## src/rtl/clk_mon_pkg.sv

```systemverilog
// Shared state type and parameter defaults for the clock-wizard lock monitor.
package clk_mon_pkg;

    typedef enum logic [1:0] {
        IDLE      = 2'd0,
        WAIT_LOCK = 2'd1,
        STABILIZE = 2'd2,
        RUN       = 2'd3
    } state_t;

    localparam int DEF_SYNC_STAGES        = 2;
    localparam int DEF_LOCK_STABLE_CYCLES = 120;
    localparam int DEF_RST_PULSE_CYCLES   = 8;
    localparam int DEF_TIMEOUT_CYCLES     = 4096;
    localparam int DEF_CNT_W              = 8;

endpackage

```

## src/rtl/clk_mon_sync.sv

```systemverilog
// N-stage flop synchronizer, all stages reset to 0. STAGES must be at least 2.
module clk_mon_sync #(
    parameter int STAGES = 2
) (
    input  logic clk,
    input  logic rst_n,
    input  logic d,
    output logic q
);

    logic [STAGES-1:0] ff;

    always_ff @(posedge clk or negedge rst_n) begin
        if (!rst_n) begin
            ff <= '0;
        end else begin
            ff <= {ff[STAGES-2:0], d};
        end
    end

    assign q = ff[STAGES-1];

endmodule

```

## src/rtl/clk_lock_monitor.sv

```systemverilog
// Sequences clock-wizard reset and lock qualification, gating downstream reset on stable lock.
// Optional WAIT_LOCK timeout enabled by defining CLK_LOCK_MONITOR_TIMEOUT_EN.
module clk_lock_monitor
    import clk_mon_pkg::*;
#(
    parameter int SYNC_STAGES        = DEF_SYNC_STAGES,
    parameter int LOCK_STABLE_CYCLES = DEF_LOCK_STABLE_CYCLES,
    parameter int RST_PULSE_CYCLES   = DEF_RST_PULSE_CYCLES,
    parameter int TIMEOUT_CYCLES     = DEF_TIMEOUT_CYCLES,
    parameter int CNT_W              = DEF_CNT_W
) (
    input  logic             sys_clk,
    input  logic             reset_n,
    input  logic             locked,
    input  logic             input_clk_stopped,
    output logic             mmcm_reset,
    output logic             sys_rst_n,
    output logic             ready,
    output logic [CNT_W-1:0] lock_loss_cnt,
    output logic             lock_timeout,
    output logic [2:0]       state_dbg
);

    localparam int PW = $clog2(RST_PULSE_CYCLES + 1);
    localparam int SW = $clog2(LOCK_STABLE_CYCLES + 1);

    state_t          state;
    logic [PW-1:0]   pulse_cnt;
    logic [SW-1:0]   stable_cnt;
    logic            locked_s;
    logic            stopped_s;
    logic            lock_ok;

    clk_mon_sync #(.STAGES(SYNC_STAGES)) u_sync_locked (
        .clk   (sys_clk),
        .rst_n (reset_n),
        .d     (locked),
        .q     (locked_s)
    );

    clk_mon_sync #(.STAGES(SYNC_STAGES)) u_sync_stopped (
        .clk   (sys_clk),
        .rst_n (reset_n),
        .d     (input_clk_stopped),
        .q     (stopped_s)
    );

    assign lock_ok   = locked_s & ~stopped_s;
    assign state_dbg = {1'b0, state};

`ifdef CLK_LOCK_MONITOR_TIMEOUT_EN
    localparam int DW = $clog2(TIMEOUT_CYCLES + 1);
    logic [DW-1:0] dwell_cnt;
`else
    // Timeout hardware absent; the parameter is referenced only to keep the interface uniform.
    assign lock_timeout = 1'b0 & (TIMEOUT_CYCLES != 0);
`endif

    // ready/sys_rst_n are set on the edge that enters RUN so they track the state register exactly.
    always_ff @(posedge sys_clk or negedge reset_n) begin
        if (!reset_n) begin
            state         <= IDLE;
            pulse_cnt     <= '0;
            stable_cnt    <= '0;
            mmcm_reset    <= 1'b1;
            ready         <= 1'b0;
            sys_rst_n     <= 1'b0;
            lock_loss_cnt <= '0;
`ifdef CLK_LOCK_MONITOR_TIMEOUT_EN
            dwell_cnt     <= '0;
            lock_timeout  <= 1'b0;
`endif
        end else begin
            case (state)
                IDLE: begin
                    if (pulse_cnt == PW'(RST_PULSE_CYCLES - 1)) begin
                        state      <= WAIT_LOCK;
                        mmcm_reset <= 1'b0;
                        pulse_cnt  <= '0;
`ifdef CLK_LOCK_MONITOR_TIMEOUT_EN
                        dwell_cnt  <= '0;
`endif
                    end else begin
                        pulse_cnt <= pulse_cnt + PW'(1);
                    end
                end
                WAIT_LOCK: begin
                    if (lock_ok) begin
                        state      <= STABILIZE;
                        stable_cnt <= '0;
                    end
`ifdef CLK_LOCK_MONITOR_TIMEOUT_EN
                    else if (dwell_cnt == DW'(TIMEOUT_CYCLES - 1)) begin
                        lock_timeout <= 1'b1;
                        state        <= IDLE;
                        mmcm_reset   <= 1'b1;
                        pulse_cnt    <= '0;
                    end else begin
                        dwell_cnt <= dwell_cnt + DW'(1);
                    end
`endif
                end
                STABILIZE: begin
                    if (!lock_ok) begin
                        state      <= WAIT_LOCK;
                        stable_cnt <= '0;
`ifdef CLK_LOCK_MONITOR_TIMEOUT_EN
                        dwell_cnt  <= '0;
`endif
                    end else if (stable_cnt == SW'(LOCK_STABLE_CYCLES - 1)) begin
                        state     <= RUN;
                        ready     <= 1'b1;
                        sys_rst_n <= 1'b1;
                    end else begin
                        stable_cnt <= stable_cnt + SW'(1);
                    end
                end
                RUN: begin
                    if (!lock_ok) begin
                        state      <= IDLE;
                        ready      <= 1'b0;
                        sys_rst_n  <= 1'b0;
                        mmcm_reset <= 1'b1;
                        pulse_cnt  <= '0;
                        if (lock_loss_cnt != '1) begin
                            lock_loss_cnt <= lock_loss_cnt + CNT_W'(1);
                        end
                    end
                end
                default: state <= IDLE;
            endcase
        end
    end

endmodule
```

## config.mk

```make
export PLATFORM = sky130hd
export DESIGN_NAME = clk_lock_monitor
export DESIGN_NICKNAME = d
export VERILOG_FILES = /design/src/rtl/clk_mon_pkg.sv /design/src/rtl/clk_mon_sync.sv /design/src/rtl/clk_lock_monitor.sv
export SDC_FILE = /design/constraint.sdc
export NUM_CORES = 1
export LEC_CHECK = 0
export ABC_AREA = 1
export CORE_MARGIN = 2
export CORE_UTILIZATION = 50
export DETAILED_ROUTE_END_ITERATION = 10
export PLACE_DENSITY = 0.8
export SETUP_SLACK_MARGIN = 0.5
export SLEW_MARGIN = 40
export SYNTH_ARGS = -nofsm -noshare
export SYNTH_HDL_FRONTEND = slang
export SYNTH_SLANG_ARGS = --single-unit
```

## constraint.sdc

```tcl
create_clock -name sys_clk -period 3.85 [get_ports sys_clk]
set_input_delay 0.9625 -clock sys_clk [delete_from_list [all_inputs] [get_ports sys_clk]]
set_output_delay 0.9625 -clock sys_clk [all_outputs]
set_load 0.03 [all_outputs]
```

Word-level counts from Yosys, hierarchy flattened
Index checks and enable logic that the tools add are counted.

Add/sub/neg operators: 3. Eq/ne operators: 13. Mux-type cells: 20. Bitwise operators: 3. Reduce and logical (&&, ||, !) cells: 10.

Operator list (count): $mux 7 (3); $pmux 7 s2 (1); $mux 2 (5); $ne 2x2->1 const B (5); $reduce_and 3->1 (3); $add 8x1->8 const B (1); $mux 4 (2); $ne 8x8->1 const B (1); $pmux 2 s4 (1); $pmux 4 s2 (1); $reduce_and 4->1 (2); $add 7x1->7 const B (1); $eq 7x7->1 const B (1); $ne 3x3->1 const B (2); $reduce_bool 2->1 (3); $mux 1 (5); $add 4x1->4 const B (1); $eq 2x2->1 const B (2); $eq 4x3->1 const B (1); $pmux 1 s2 (2); $eq 2x1->1 const B (1); $logic_not 2->1 (1); $not 1->1 (2); $reduce_and 2->1 (1); $and 1x1->1 (1).

Register bits: 27. Output and inout port bits: 15.

Longest topological paths before layout
Depth in word-level cells: 4. Depth in mapped cells: 8. Depth with buffers taken out: 8.

By module
From an unflattened synthesis, not the netlist that was laid out.

Cells, all modules: 190. Area, all modules: 1497.7 um2.

Modules (own cells, without submodules): clk_lock_monitor (times used 1, cells an instance 186, area an instance 1397.6 um2); clk_mon_sync (times used 2, cells an instance 2, area an instance 50.0 um2).

Worst setup path before layout
Ideal clock, no wire load.

Path type: register -> output. Start point: reg, netlist name ready. End point: out sys_rst_n. Arrival time: 721 ps. Setup slack: 2167 ps. Cell stages (with the launch flop): 2. Buffers on the path: 1. Cell sequence: dfrtp_1 -> buf_4.

RTL lines: end, declared (RTL line clk_lock_monitor.sv:17) `output logic sys_rst_n,`.

Final worst setup path
Start point: reg mmcm_reset. End point: out mmcm_reset.

RTL lines: start, declared (RTL line clk_lock_monitor.sv:16) `output logic mmcm_reset,`; start signal, assigned (RTL line clk_lock_monitor.sv:65) `mmcm_reset <= 1'b1;`; start signal, assigned (RTL line clk_lock_monitor.sv:78) `mmcm_reset <= 1'b0;`; start signal, assigned (RTL line clk_lock_monitor.sv:123) `mmcm_reset <= 1'b1;`.

No word-level cell between the ends.

==> flow_metrics.tcl <==
set metrics [dict create \
    core-area_um2 2710 \
    cts_hold_buf 0 \
    n_antenna_cell 0 \
    fin_skew_ps 12.5 \
    drive_gt1_share_pct 12.6 \
    clkSinkCount 27 \
    ys_ff_latch 27 \
    crit_end "mmcm_reset" \
    dieHeight_um 57.2 \
    nFillCells 237 \
    leakage_nw 0.759 \
    dpl.cell_count 217 \
    p_per_area_nw_per_um2 509 \
    routed_wl_um 2610 \
    critPathRequiredTime_ps 2890 \
    crit_chain "clkdlybuf4s50_1" \
    die_area_um2 3270 \
    grt_pass1_vias 1133 \
    ctsHtreeMaxLevel 1 \
    start_kind "flop" \
    syn_area_um2 1410 \
    rows 19 \
    io_pins 19 \
    slew_violations 0 \
    grt_max_degree 28 \
    cap_violations 0 \
    hold_class "reg -> reg" \
    critical-path-top-delay-family "buffers and inverters" \
    r2r-end "stable_cnt[6]$_DFFE_PN0P_" \
    crit_buf_inv 1 \
    cts_resized 0 \
    cp_num_cells 1 \
    synth_top_area_share_pct 46.0 \
    syn_to_final_growth_pct 14.9 \
    cts_buffers 3 \
    criticalPathCategory "reg -> out" \
    hold_slack_ps 371 \
    status "finished clean" \
    grt_usage_pct 18.0 \
    crit_slowest_cell "clkdlybuf4s50_1" \
    r2r_setup_slack_ps 2400 \
    clk_pin_slew_ps 160 \
    nets 198 \
    root_buffer "clkbuf_4" \
    detail-route-antenna-nets 0 \
    finalSetupViolations 0 \
    finalSetupTns_ps 0 \
    max-vdd-ir-drop_mv 0.338 \
    yosysTopAreaCell "dfrtp_1" \
    drt_iter0_drc 24 \
    crit_path_max_incr_delay_ps 660 \
    clock_latency_ps 330 \
    vias 1142 \
    end_kind "primary output" \
    die_width_um 57.2 \
    syn_avg_cell_area_um2 8.22 \
    worstSetupStartpoint "mmcm_reset$_DFFE_PN1P_" \
    fmax_mhz 402 \
    start_util_pct 52.2 \
    via_per_inst 5.17 \
    grt_setup_unrepaired "no" \
    period_share_pct 64.7 \
    final_cells 221 \
    fin_total_pwr_uw 826 \
    cp_max_fo 2 \
    synth.distinct_cells 25 \
    synth.top_cells.by_area "dfrtp_1 46%, nand2_1 15%, inv_1 4.8%, o21ai_0 2.8%, ha_1 2.7%" \
    hpwlAfterDp_um 1980 \
    overflow 0 \
    dr.pass1.iters 4 \
    antenna_found_initial 0 \
    min_period_ps 2490 \
    worstPathArrival_ps 1530 \
    clockBufferDepth 2 \
    routabilityCongestion 0.802 \
    portBuffers 16 \
    cts_tree "built" \
    post-cts-setup-buffers 0 \
    fin_area_um2 1620 \
    drc 0 \
    final-hold-violation-count 0 \
    grt_pass1_wl_um 4620 \
    dpl-instance-area_um2 1590 \
    synthCells 172 \
    ys_seq_area_share_pct 47.9 \
    yosys_warnings 0 \
    rr_worst_depth 6 \
    rr_startpoint "stable_cnt[0]$_DFFE_PN0P_" \
    post_drt_wl_per_cell_um 11.8 \
]
-- routing by layer --
| layer | vias to the layer above | GRT usage, % | share of wire, % |
|---|---|---|---|
| li1 | 577 | - | - |
| met1 | 539 | 21.9 | 45 |
| met2 | 20 | 31.4 | 51 |
| met3 | 6 | 2.95 | 2.6 |
| met4 | 0 | 7.97 | 1.5 |
| met5 | - | 0 | 0 |
-- synth_stat cells --
cell	count
a21oi_1	1
a22o_1	1
buf_4	4
conb_1	1
dfrtp_1	26
dfstp_2	1
ha_1	3
inv_1	18
inv_2	2
nand2_1	55
nand2_2	5
nand2_4	1
nand3_1	7
nand3_2	2
nand4_1	5
nand4_2	1
nor2_1	9
nor2_2	5
nor3_1	3
o21ai_0	8
o21ai_1	5
o21ai_4	1
or2_2	1
xnor2_1	3
xor2_1	4
-- sequential cells by signal, summed over array words and instances (netlist names) --
| name | cells |
|---|---|
| u_sync_locked.ff | 2 |
| pulse_cnt | 4 |
| stable_cnt | 7 |
| ready | 1 |
| mmcm_reset | 1 |
| state | 2 |
| u_sync_stopped.ff | 2 |
| lock_loss_cnt | 8 |
-- report_power, final --
group	internal, mW	leakage, nW	switching [mW]	total, mW
sequential	0.340	0.353	0.0558	0.396
clock	0.0398	0.0139	0.0876	0.127
combinational	0.118	0.392	0.184	0.302
-- through the flow --
stage	worst slack, ps	utilization, %
final	1360	59.9
after detailed placement	1730	58.8
after global routing	1320	59.9
after CTS	1350	59.9
after floorplan	2170	-
after global placement	1730	58.8
-- cell type report --
type                    instances  area [µm²]  area share, %
multi-input cells             122         636           39.1
repair buffers                 17         168           10.3
inverters                      20        75.1           4.62
clock inverters                 1        7.51          0.462
clock buffers                   3        22.5           1.39
flip-flops and latches         27         677           41.7
well taps                      31        38.8           2.39
-- cell usage in the layout, fill, tap and decap left out, drive strengths merged --
cell type / synthesis / layout
clkdlybuf4s50: 0 / 16
nor3: 3 / 3
dfstp: 1 / 1
conb: 1 / 2
nor2: 14 / 14
clkbuf: 0 / 3
or2: 1 / 1
o21ai: 14 / 14
a21oi: 1 / 1
xnor2: 3 / 3
a22o: 1 / 1
inv: 20 / 20
clkinvlp: 0 / 1
nand4: 6 / 6
ha: 3 / 3
buf: 4 / 1
nand3: 9 / 9
nand2: 61 / 61
dfrtp: 26 / 26
xor2: 4 / 4
-- how the worst min path moves through the flow --
stage                                              start                        endpoint  slack (ps)  depth (start not counted)
after CTS                 u_sync_stopped.ff[0]$_DFF_PN0_  u_sync_stopped.ff[1]$_DFF_PN0_         370                          0
final                     u_sync_stopped.ff[0]$_DFF_PN0_  u_sync_stopped.ff[1]$_DFF_PN0_         370                          0
after detailed placement  u_sync_stopped.ff[0]$_DFF_PN0_  u_sync_stopped.ff[1]$_DFF_PN0_         340                          0
after global placement     u_sync_locked.ff[0]$_DFF_PN0_   u_sync_locked.ff[1]$_DFF_PN0_         330                          0
after global routing       u_sync_locked.ff[0]$_DFF_PN0_   u_sync_locked.ff[1]$_DFF_PN0_         390                          0
after floorplan            u_sync_locked.ff[0]$_DFF_PN0_   u_sync_locked.ff[1]$_DFF_PN0_         330                          0
-- cell families (layout without fill, tap and decap cells) --
kind of cell | count (synthesis) | in the layout | share of synthesized area (%)
AOI/OAI and AO/OA | 16 | 16 | 6.73
xor gates and xnor gates | 7 | 7 | 4.34
adders and majority gates | 3 | 3 | 2.66
buffers and inverters | 24 | 41 | 7.43
DFF | 27 | 27 | 47.9
other | 1 | 2 | 0.265
and+or+nand+nor | 94 | 94 | 30.7
Note: power is estimated with default switching activity, not from simulation.
